File: src/rtl/mod_ctrl_pkg.sv
// Shared constants, state encoding and the target clamp helper for the
// modulation run-control sequencer.
package mod_ctrl_pkg;

  localparam int MOD_W        = 8;
  localparam int MOD_LIM_DEF  = 120;
  localparam int STEP_DIV_DEF = 4;

  typedef enum logic [1:0] {
    ST_IDLE  = 2'd0,
    ST_RUN   = 2'd1,
    ST_STOP  = 2'd2,
    ST_FAULT = 2'd3
  } state_t;

  // Symmetric saturation; -128 lands on -lim because lim is at most 127.
  function automatic logic signed [MOD_W-1:0] clamp_mod(
    input logic signed [MOD_W-1:0] v,
    input logic signed [MOD_W-1:0] lim
  );
    logic signed [MOD_W-1:0] r;
    r = v;
    if (v > lim) r = lim;
    else if (v < -lim) r = -lim;
    return r;
  endfunction

endpackage

File: src/rtl/slew_prescaler.sv
// Modulo-STEP_DIV counter; tick is high for the one cycle at terminal count.
module slew_prescaler #(
  parameter int STEP_DIV = 4
) (
  input  logic clk,
  input  logic rst,
  input  logic en,
  input  logic clr,
  output logic tick
);

  localparam int CW = (STEP_DIV > 1) ? $clog2(STEP_DIV) : 1;
  localparam logic [CW-1:0] TC = CW'(STEP_DIV - 1);

  logic [CW-1:0] cnt;

  assign tick = en && (cnt == TC);

  always_ff @(posedge clk or posedge rst) begin
    if (rst)       cnt <= '0;
    else if (clr)  cnt <= '0;
    else if (en)   cnt <= (cnt == TC) ? '0 : cnt + 1'b1;
  end

endmodule

File: src/rtl/mod_sequencer.sv
// Run-control sequencer: slews the signed modulation command toward a clamped
// target, gates the power stage, and latches faults into a zero-command stop.
module mod_sequencer
  import mod_ctrl_pkg::*;
#(
  parameter int STEP_DIV = STEP_DIV_DEF,
  parameter int MOD_LIM  = MOD_LIM_DEF
) (
  input  logic                    clk,
  input  logic                    rst,
  input  logic                    start,
  input  logic                    stop,
  input  logic                    fault,
  input  logic                    fault_clr,
  input  logic signed [MOD_W-1:0] target,
  input  logic                    target_vld,
  output logic signed [MOD_W-1:0] mod,
  output logic                    gate_en,
  output logic [1:0]              state,
  output logic                    at_target,
  output logic                    fault_latched
);

  localparam logic signed [MOD_W-1:0] LIM = MOD_W'(MOD_LIM);

  state_t                  state_q, state_nxt;
  logic signed [MOD_W-1:0] mod_q, mod_nxt, tgt_q, tgt_nxt, goal, mod_step;
  logic                    tick, pre_en, pre_clr;

  assign pre_en = (state_q == ST_RUN) || (state_q == ST_STOP);

  slew_prescaler #(.STEP_DIV(STEP_DIV)) u_pre (
    .clk (clk),
    .rst (rst),
    .en  (pre_en),
    .clr (pre_clr),
    .tick(tick)
  );

  assign tgt_nxt  = target_vld ? clamp_mod(target, LIM) : tgt_q;
  // Goal follows the current state, so a same-cycle target load steers the next step.
  assign goal     = (state_q == ST_RUN) ? tgt_q : '0;
  assign mod_step = (mod_q == goal) ? mod_q
                  : (mod_q < goal)  ? mod_q + 8'sd1
                  :                   mod_q - 8'sd1;

  always_comb begin
    state_nxt = state_q;
    mod_nxt   = mod_q;
    pre_clr   = 1'b0;
    case (state_q)
      ST_IDLE: begin
        mod_nxt = '0;
        if (start) begin
          state_nxt = ST_RUN;
          pre_clr   = 1'b1;
        end
      end
      ST_RUN: begin
        if (tick) mod_nxt = mod_step;
        if (stop) state_nxt = ST_STOP;
      end
      ST_STOP: begin
        if (tick) mod_nxt = mod_step;
        if (start && !stop)   state_nxt = ST_RUN;
        else if (mod_q == '0) state_nxt = ST_IDLE;
      end
      ST_FAULT: begin
        mod_nxt = '0;
        if (fault_clr) state_nxt = ST_IDLE;
      end
      default: state_nxt = ST_IDLE;
    endcase
    // Fault overrides everything, including a pending fault_clr.
    if (fault) begin
      state_nxt = ST_FAULT;
      mod_nxt   = '0;
      pre_clr   = 1'b0;
    end
  end

  always_ff @(posedge clk or posedge rst) begin
    if (rst) begin
      state_q       <= ST_IDLE;
      mod_q         <= '0;
      tgt_q         <= '0;
      gate_en       <= 1'b0;
      at_target     <= 1'b0;
      fault_latched <= 1'b0;
    end else begin
      state_q       <= state_nxt;
      mod_q         <= mod_nxt;
      tgt_q         <= tgt_nxt;
      gate_en       <= (state_nxt == ST_RUN) || (state_nxt == ST_STOP);
      at_target     <= (state_nxt == ST_RUN) && (mod_nxt == tgt_nxt);
      fault_latched <= (state_nxt == ST_FAULT);
    end
  end

  assign mod   = mod_q;
  assign state = state_q;

endmodule

File: config.mk
export PLATFORM = sky130hd
export DESIGN_NAME = mod_sequencer
export DESIGN_NICKNAME = d
export VERILOG_FILES = /design/src/rtl/mod_ctrl_pkg.sv /design/src/rtl/slew_prescaler.sv /design/src/rtl/mod_sequencer.sv
export SDC_FILE = /design/constraint.sdc
export NUM_CORES = 1
export LEC_CHECK = 0
export BUFFER_PORTS_ARGS = -buffer_cell sky130_fd_sc_hd__buf_4
export CORE_UTILIZATION = 50
export CTS_CLUSTER_DIAMETER = 60
export DETAILED_ROUTE_END_ITERATION = 12
export PLACE_DENSITY = 0.8
export SYNTH_ARGS = -nofsm -noshare
export SYNTH_HDL_FRONTEND = slang
export SYNTH_HIERARCHICAL = 1
export SYNTH_SLANG_ARGS = --single-unit
File: constraint.sdc
create_clock -name clk -period 5.6 [get_ports clk]
set_clock_uncertainty 0.1 [all_clocks]
set_input_delay 1.68 -clock clk [delete_from_list [all_inputs] [get_ports clk]]
set_output_delay 1.68 -clock clk [all_outputs]
set_load 0.02 [all_outputs]
==> impl_metrics.env <==
export IMPL_status="complete, no violations"
export IMPL_cp_data_required_time_ps=5720
export IMPL_hold_class="reg -> reg"
export IMPL_max_freq_ghz=0.229
export IMPL_worst_pin_slew_ps=987
export IMPL_yosysSeqAreaShare=0.288
export IMPL_synth_compound_area_frac=0.220
export IMPL_layout_drive_gt1_share=0.175
export IMPL_synthAdderAreaFrac=0.113
export IMPL_die_w_um=65.2
export IMPL_clockRootBuffer="clkbuf_8"
export IMPL_p_leak_nw=0.975
export IMPL_timing_final_crit_share=0.779
export IMPL_muxShareOfSynthArea=0.0307
export IMPL_drt_iter0_drc=103
export IMPL_port_buffers=27
export IMPL_die_y_um=65.2
export IMPL_synth_xor_xnor_area_share=0.0351
export IMPL_clock_sinks=23
export IMPL_area_growth_pct=12.6
export IMPL_maxSlewViolCount=0
export IMPL_final_util=0.601
export IMPL_multiInputGateArea_um2=1300
export IMPL_syn_num_nets=270
export IMPL_ctsHtreeMaxLevel=1
export IMPL_wl_per_cell_um=16.0
export IMPL_grt_ovfl_total=0
export IMPL_critPathCaptureType="register"
export IMPL_via_per_inst=6.17
export IMPL_timing_final_hold_violations=0
export IMPL_grt_usage=0.256
export IMPL_synth_edf_count=0
export IMPL_drv_cap=0
export IMPL_critPathKind="reg -> reg"
export IMPL_n_antenna_cell=0
export IMPL_synth_simple_gate_area_share=0.253
export IMPL_antenna_found_initial=0
export IMPL_drc_errors=0
export IMPL_hold_buffers=0
export IMPL_synth_area_um2=2000
export IMPL_synth_seq_cells=23
export IMPL_cp_arrival_ps=4480
export IMPL_clk_latency_ps=280
export IMPL_cts_tree="done"
export IMPL_rsz0062_at_grt="no"
export IMPL_totalWireLength_mm=4.89
export IMPL_cts_resized=0
export IMPL_setup_viol=0
export IMPL_synth_cells=237
export IMPL_path_clk_slew_ps=90
export IMPL_yosys_warnings=6
export IMPL_numCtsBuffers=3
export IMPL_slew_headroom=0.338
export IMPL_postRouteAntennaNets=0
export IMPL_grt_max_degree=22
export IMPL_start_util=0.534
export IMPL_avgSynthCellArea_um2=8.43
export IMPL_vias=1883
export IMPL_cp_start_kind="register"
export IMPL_ir_worst_vdd_mv=0.152
export IMPL_grt_pass1_vias=1818
export IMPL_async_flop_share=1.00
export IMPL_ys_types=58
export IMPL_post_cts_buffers=0
export IMPL_nNetsFinal=291
export IMPL_coreArea_um2=3740
export IMPL_synthFlopType="dfrtp_1"
export IMPL_worstPathMaxFanout=13
export IMPL_grt_pass1_wl_mm=8.42
export IMPL_dieArea_um2=4250
export IMPL_io_pins=28
export IMPL_fill_cells=364
export IMPL_place_congestion=0.975
export IMPL_setup_tns_ps=0
export IMPL_row_count=22
export IMPL_detailed_place_hpwl_mm=3.61
export IMPL_synth_top_family_by_area="simple AND/OR/NAND/NOR gates"
export IMPL_ff_latch_area_um2=576
export IMPL_fin_crit_ps=4360
export IMPL_clk_path_buf_depth=2
export IMPL_powerDensity_nw_per_um2=305
export IMPL_dr_pass1_iters=4
[critical path: stages (launching register included)]
cell     delay [ps]
dfrtp_1         460
inv_1           130
ha_1            360
nand2_1         100
ha_1            360
nand4_1         210
a21oi_2         460
nor2_1          150
xnor2_1         200
ha_1            290
nand3_1         120
or3_1           350
a21oi_1         250
mux2_2          370
a22oi_1         190
and4_1          210
[path summary, 6_finish.rpt]
kind | from | endpoint | slack (ps) | depth (start not counted)
min | u_pre/cnt[1]$_DFFE_PP0P_ | u_pre/cnt[1]$_DFFE_PP0P_ | 440 | 2
min reg2reg | u_pre/cnt[1]$_DFFE_PP0P_ | u_pre/cnt[1]$_DFFE_PP0P_ | 440 | 2
max reg2reg | state[1]$_DFF_PP0_ | at_target$_DFF_PP0_ | 1240 | 15
max | state[1]$_DFF_PP0_ | at_target$_DFF_PP0_ | 1240 | 15
min in group asynchronous | rst | u_pre/cnt[1]$_DFFE_PP0P_ | 1150 | 2
max in group asynchronous | rst | mod[6]$_DFF_PP0_ | 3440 | 2
[cells in the final DEF (no fill, tap or decap), drive strengths merged, types with 4 or more instances in the layout]
master,n
a21oi,11
nor2b,6
dfrtp,23
nand2,28
o211ai,5
mux2i,5
o21a,5
nor2,15
xnor2,8
nor4,5
o21ai,12
nand3,7
buf,28
nor3,4
nand4,5
ha,18
inv,15
o22ai,4
or3,6
[layer usage]
metal,up-vias,track usage,share of wire
met5,-,0,0
met4,0,0.0788,0.013
met3,9,0.0260,0.075
met2,73,0.423,0.46
met1,894,0.351,0.45
li1,907,-,-
[through the flow]
| step | instances | hold WS [ps] | instance area, um2 | setup WS [ps] | power, mW |
|---|---|---|---|---|---|
| after floorplan | 237 | 390 | 2000 | 1640 | 0.494 |
| after global placement | 301 | 420 | 2200 | 1480 | 0.566 |
| after detailed placement | 301 | 422 | 2200 | 1380 | 0.571 |
| after CTS | 305 | 446 | 2250 | 1290 | 0.681 |
| after global routing | 305 | 476 | 2250 | 868 | 0.738 |
| final | 305 | 442 | 2250 | 1240 | 0.687 |
[flip-flops by register name, summed over array words and instances (netlist names)]
name,count
mod,8
fault_latched,1
state,2
at_target,1
gate_en,1
tgt_q,8
u_pre/cnt,2
[synth_stat cells, types with 4 or more instances]
master	n	area, um2
a21oi_1	9	45.0
clkbuf_1	5	18.8
dfrtp_1	23	576
ha_1	18	225
inv_1	15	56.3
mux2i_1	5	50.1
nand2_1	28	105
nand3_1	7	35.0
nand4_1	5	31.3
nor2_1	15	56.3
nor2b_1	6	37.5
nor4_1	5	31.3
o211ai_1	4	30.0
o21a_1	4	30.0
o21ai_0	9	45.0
o22ai_1	4	25.0
or3_1	4	25.0
xnor2_1	8	70.1
[cells by family (layout without fill, tap and decap cells)]
group | Yosys count | after routing
and+or+nand+nor | 94 | 94
DFF | 23 | 23
AOI/OAI and AO/OA | 61 | 61
adders and majority gates | 18 | 18
xor gates and xnor gates | 8 | 8
buffers and inverters | 27 | 47
muxes | 6 | 6
[where the power goes]
group	internal (mW)	total, mW	leakage (nW)	switching [mW]
sequential	0.191	0.219	0.294	0.0274
combinational	0.141	0.358	0.655	0.218
clock	0.0500	0.110	0.0255	0.0596
[layout make-up]
type / count / share of cell area
Tap cell: 48 / 0.0267
Clock inverter: 1 / 0.00222
Clock buffer: 3 / 0.0184
Inverter: 15 / 0.0250
Timing Repair Buffer: 28 / 0.0934
Sequential cell: 23 / 0.256
Multi-Input combinational cell: 187 / 0.578
Note: power is estimated with default switching activity, not from simulation.
